--- config.mk ---
export PLATFORM = sky130hd
export DESIGN_NAME = fifo_gray_level
export DESIGN_NICKNAME = d
export VERILOG_FILES = /design/src/rtl/fifo_gray_level.sv
export SDC_FILE = /design/constraint.sdc
export NUM_CORES = 1
export LEC_CHECK = 0
export ABC_AREA = 1
export CAP_MARGIN = 40
export CORE_AREA = 2 2 49 51
export DETAILED_ROUTE_END_ITERATION = 12
export DIE_AREA = 0 0 51 53
export MAX_ROUTING_LAYER = met4
export PLACE_DENSITY = 0.7
export SLEW_MARGIN = 20
export SYNTH_ARGS = -nofsm -noshare
export SYNTH_HDL_FRONTEND = slang
export SYNTH_SLANG_ARGS = --single-unit
export TNS_END_PERCENT = 100
--- constraint.sdc ---
create_clock -name aclk -period 2.2 [get_ports aclk]
set_clock_uncertainty 0.2 [all_clocks]
set_input_delay 0.33 -clock aclk [delete_from_list [all_inputs] [get_ports aclk]]
set_output_delay 0.33 -clock aclk [all_outputs]
set_load 0.01 [all_outputs]
--- src/rtl/fifo_gray_level.sv ---
// fifo_gray_level: consumer end of a Gray-pointer FIFO crossing; decodes the remote pointer and derives level/flags.
// Optional macro FIFO_GRAY_LEVEL_CHECK_EN adds sticky pointer-consistency checking with level clamping.
module fifo_gray_level #(
    parameter int C_ADDRESS_WIDTH      = 4,
    parameter bit C_LOCAL_IS_WRITER    = 1'b0,
    parameter int C_ALMOST_EMPTY_LEVEL = 2,
    parameter int C_ALMOST_FULL_LEVEL  = 14
) (
    input  logic                       aclk,
    input  logic                       areset,
    input  logic [C_ADDRESS_WIDTH:0]   remote_gray,
    input  logic [C_ADDRESS_WIDTH:0]   local_addr,
    output logic [C_ADDRESS_WIDTH:0]   remote_addr,
    output logic [C_ADDRESS_WIDTH:0]   level,
    output logic                       empty,
    output logic                       full,
    output logic                       almost_empty,
    output logic                       almost_full,
    output logic                       ptr_error
);
    localparam int         W      = C_ADDRESS_WIDTH;
    localparam logic [W:0] DEPTH  = {1'b1, {W{1'b0}}};
    localparam logic [W:0] AE_LVL = (W+1)'(C_ALMOST_EMPTY_LEVEL);
    localparam logic [W:0] AF_LVL = (W+1)'(C_ALMOST_FULL_LEVEL);

    if (!((C_ALMOST_EMPTY_LEVEL < C_ALMOST_FULL_LEVEL) &&
          (C_ALMOST_FULL_LEVEL <= (1 << C_ADDRESS_WIDTH)) &&
          (C_ADDRESS_WIDTH >= 2))) begin : g_param_check
        $error("fifo_gray_level: illegal parameter combination");
    end

    logic [W:0] remote_bin_d, remote_bin_q;
    logic [W:0] local_d, local_q;
    logic [W:0] diff;
    logic [W:0] level_d, level_q;
    logic       empty_d, empty_q;
    logic       full_d, full_q;
    logic       almost_empty_d, almost_empty_q;
    logic       almost_full_d, almost_full_q;
`ifdef FIFO_GRAY_LEVEL_CHECK_EN
    logic       overflow;
    logic       err_d, err_q;
`endif

    // Each binary bit is the XOR of all Gray bits at and above it.
    always_comb begin
        remote_bin_d    = '0;
        remote_bin_d[W] = remote_gray[W];
        for (int i = W - 1; i >= 0; i--) begin
            remote_bin_d[i] = remote_bin_d[i+1] ^ remote_gray[i];
        end
        local_d = local_addr;
    end

    always_comb begin
        diff = '0;
        if (C_LOCAL_IS_WRITER) begin
            diff = local_q - remote_bin_q;
        end else begin
            diff = remote_bin_q - local_q;
        end
    end

    always_comb begin
        level_d = diff;
`ifdef FIFO_GRAY_LEVEL_CHECK_EN
        overflow = (diff > DEPTH);
        err_d    = err_q | overflow;
        if (overflow) begin
            level_d = DEPTH;
        end
`endif
        empty_d        = (level_d == '0);
        full_d         = (level_d == DEPTH);
        almost_empty_d = (level_d <= AE_LVL);
        almost_full_d  = (level_d >= AF_LVL);
    end

    always_ff @(posedge aclk) begin
        if (areset) begin
            remote_bin_q   <= '0;
            local_q        <= '0;
            level_q        <= '0;
            empty_q        <= 1'b1;
            full_q         <= 1'b0;
            almost_empty_q <= 1'b1;
            almost_full_q  <= 1'b0;
        end else begin
            remote_bin_q   <= remote_bin_d;
            local_q        <= local_d;
            level_q        <= level_d;
            empty_q        <= empty_d;
            full_q         <= full_d;
            almost_empty_q <= almost_empty_d;
            almost_full_q  <= almost_full_d;
        end
    end

`ifdef FIFO_GRAY_LEVEL_CHECK_EN
    always_ff @(posedge aclk) begin
        if (areset) begin
            err_q <= 1'b0;
        end else begin
            err_q <= err_d;
        end
    end

    assign ptr_error = err_q;
`else
    assign ptr_error = 1'b0;
`endif

    assign remote_addr  = remote_bin_q;
    assign level        = level_q;
    assign empty        = empty_q;
    assign full         = full_q;
    assign almost_empty = almost_empty_q;
    assign almost_full  = almost_full_q;

endmodule

==> metrics list <==
- Run status: finished, final reports clean
* Commonest cells in the synthesized netlist: 19 x dfxtp_1, 19 x inv_1, 15 x nand2_1
* Final WS setup: around 0.37 ns
* Post-DP Area: approximately 1100 um2
- The worst setup path is launched from a flip-flop.
* Largest net degree at the start of global routing: 12
- Worst hold slack across all endpoints: roughly 0.34 ns
* Row count: 17
* Diode insertion count for antenna repair: 0
- Of the total synthesized cell area, the portion taken by AND, OR, NAND and NOR gates is 0.237.
- After synthesis, the share of cell area in mux cells is 0.
* Highest-delay cell along the critical path: fa_1
- Via count of the first global-routing pass: just under 600
* Period utilization: 0.834
* Gates resized, CTS repair: 0
- The final layout contains approximately 150 nets.
- Count of unresolved DRC violations after routing: 0
* Vias post-DR: 683
- Top flip-flop cell by instance count after synthesis: dfxtp_1
* Initial antenna violation count: 0
- Total power for the finished layout comes to ~0.8 mW.
* Power per Cell Area: about 700 nW/um2
- Fraction of synthesized cell area taken by the top area cell type: 0.468
- The critical path in this run is classified as reg -> reg.
* Avg Synthesized Cell Area: 8.13 um2
- The signal on the critical path passes through inv_1, ha_1, inv_1, fa_1, xnor2_1, and3_1, nand3_1, nand2_1.
- Along the worst path, the maximum fanout reaches 3.
- Number of register bits inferred by synthesis: 19
* Initial cell density of the core: 0.379
- Finished Cell Area: around 1100 um2
- Prior to clock tree synthesis, the placed netlist has a worst setup slack of between 0.3 and 0.4 ns.
* Arrival time at the worst endpoint: between 1.5 and 2 ns
- In this run the cell area of the synthesized design comes to about 810 um2.
- The complex-gate fraction of the synthesized area was 0.0369.
- Proportion of layout cells with a drive suffix above 1: 0.0938
- Global-route wire length before repair: between 2 and 2.5 mm
- The finished layout holds between 150 and 200 standard cells, fillers aside.
- Clock latency reported for the late side of the worst-skew pair: approximately 0.3 ns
* Detailed-placement wirelength estimate: 1.12 mm
- The total area inside the core boundary comes to approximately 2100 um2.
* Yosys cell types: 21
* Setup crit end kind: flip-flop
* Highest ir drop seen on vdd: 0.409 mV
* Average detailed-routed wire length per instance: ~8.5 um
* Max capacitance violation total: 0
- After technology mapping, the gate count stands at 100.
- Antenna viol nets, final: 0
* CTS tree: yes
- Final-report max-slew violation count: 0
* LEAKAGE: 0.529 nW
- Total routing usage reported by global routing: 0.119
* Sinks on the clock net: 19
- Share of async-settable or async-resettable flops after synthesis: 0
- In this run the deepest clock path goes through 2 buffers.
- Ranked by total cell area, the synthesized netlist is headed by dfxtp_1 47%, inv_1 8.8%, nand2_1 6.9%.
- The largest single stage delay on the critical path is 0.40 ns.
- Final-layout setup total negative slack: 0 ns
- For the worst setup path, the data required time is around 2.2 ns.
- Final period demand of the worst path: between 1.5 and 2 ns
- Boundary pin count: 27
- Setup repair after global routing left no endpoint under its margin.
- Based on the critical path, the design can be clocked at up to approximately 0.55 GHz.
- The synthesized design spends more area on one cell type than any other, namely dfxtp_1.
- The number of hold violations in the final report is 0.
- First-pass iteration count of the detailed router: 4
* Post-CTS setup buffer count: 0
- Cell seen most often among critical-path stages: inv_1
- Detailed Route WL: 1.33 mm
- The min-delay analysis places its worst path in the category in -> reg.
- Number of port buffers: 25
- Routability congestion estimate: ~0.75
- Measured along the x axis, the die boundary spans between 50 and 60 um.
- Util after Layout: 0.521
- Counting every net in the synthesized netlist gives about 120.
- Buffers inserted during clock tree synthesis total 3.
* Die area: ~2700 um2
- The die is 53 um tall.
- Number of H-tree levels: 1
* Violation count after the first detailed-routing iteration: 4
- Once placement completed, the tool counted placed cells totaling 152.
* Via-per-instance ratio: roughly 4.4
- Yosys mapped a number of flops with a built-in enable equal to 0.
- Yosys printed 0 warnings.
* Post-synthesis to final-layout area growth: 37.5%
- In this run, post-CTS hold repair placed 0 buffers.
- Of the total synthesized cell area, the portion taken by full adders, half adders and majority gates is 0.0862.
* GRT overflow: 0
* Dominant combinational cell family by area after synthesis: simple AND/OR/NAND/NOR gates
* Sequential cell area fraction in the yosys report: 0.468
* Number of failing setup endpoints in the final timing report: 0
- Xor/xnor cell area share of the yosys netlist: 0.0523
- After clock tree synthesis, the clock-pin slew on the worst setup and hold paths is approximately 0.10 ns.
* Clock root cell: clkbuf_4
[cells by family (layout without fill, tap and decap cells)]
group                      Yosys count  in the layout
other                                1              1
buffers and inverters               22             50
and+or+nand+nor                     43             43
xor gates and xnor gates             4              4
DFF                                 19             19
adders and majority gates            5              5
AOI/OAI and AO/OA                    6              6
[area by class of cell]
cell class | instances | area (um2)
Clock buffer | 3 | 22.5
Clock inverter | 1 | 5.00
Fill cell | 217 | 1030
Inverter | 19 | 71.3
Multi-Input combinational cell | 59 | 339
Sequential cell | 19 | 380
Tap cell | 28 | 35.0
Timing Repair Buffer | 27 | 265
[critical path: cells and delay by family (launching register included)]
kind,cells,cell delay (ns)
XOR/XNOR,1,0.24
adder cells (fa/ha/maj),2,0.53
buffers and inverters,2,0.10
flip-flops,1,0.33
AND/OR/NAND/NOR,3,0.37
[worst paths after layout]
kind | slack (ns) | cells after the start | endpoint | from
setup reg to reg | 0.37 | 8 | empty | remote_addr[0]
setup / recovery | 0.37 | 8 | empty | remote_addr[0]
hold / removal | 0.34 | 3 | local_q[0] | local_addr[0]
hold reg to reg | 0.36 | 2 | level[0] | local_q[0]
[layer usage]
layer  part of all wire  routed length (um)  global-route usage  vias up
met5                  0                   0                   -        -
li1                   -                   -                   -      354
met2               0.52                 693               0.214       21
met4              0.036                  48              0.0811        0
met1               0.39                 517               0.114      303
met3              0.054                  72              0.0254        5
[cell usage in the layout (no fill, tap or decap), drive strengths merged]
| cell type | synthesis | layout |
|---|---|---|
| clkdlybuf4s50 | 0 | 25 |
| inv | 19 | 19 |
| dfxtp | 19 | 19 |
| nand2 | 17 | 17 |
| nor2 | 16 | 16 |
| nand3 | 8 | 8 |
| ha | 4 | 4 |
| a21oi | 3 | 3 |
| o21ai | 3 | 3 |
| clkbuf | 1 | 3 |
| xnor2 | 3 | 3 |
| buf | 2 | 2 |
| nand3b | 1 | 1 |
| and3 | 1 | 1 |
| xor2 | 1 | 1 |
| fa | 1 | 1 |
| conb | 1 | 1 |
| clkinv | 0 | 1 |
[state kept, by name, indices dropped and copies added, names as in the netlist]
| name | count |
|---|---|
| level | 5 |
| local_q | 5 |
| remote_addr | 5 |
| almost_empty | 1 |
| almost_full | 1 |
| empty | 1 |
| full | 1 |
[power breakdown]
part / internal [mW] / leakage, nW / total (mW) / switching, mW
clock: 0.0678 / 0.0177 / 0.170 / 0.103
sequential: 0.380 / 0.158 / 0.392 / 0.0122
combinational: 0.118 / 0.353 / 0.224 / 0.106
(Power assumes the default switching activity.)
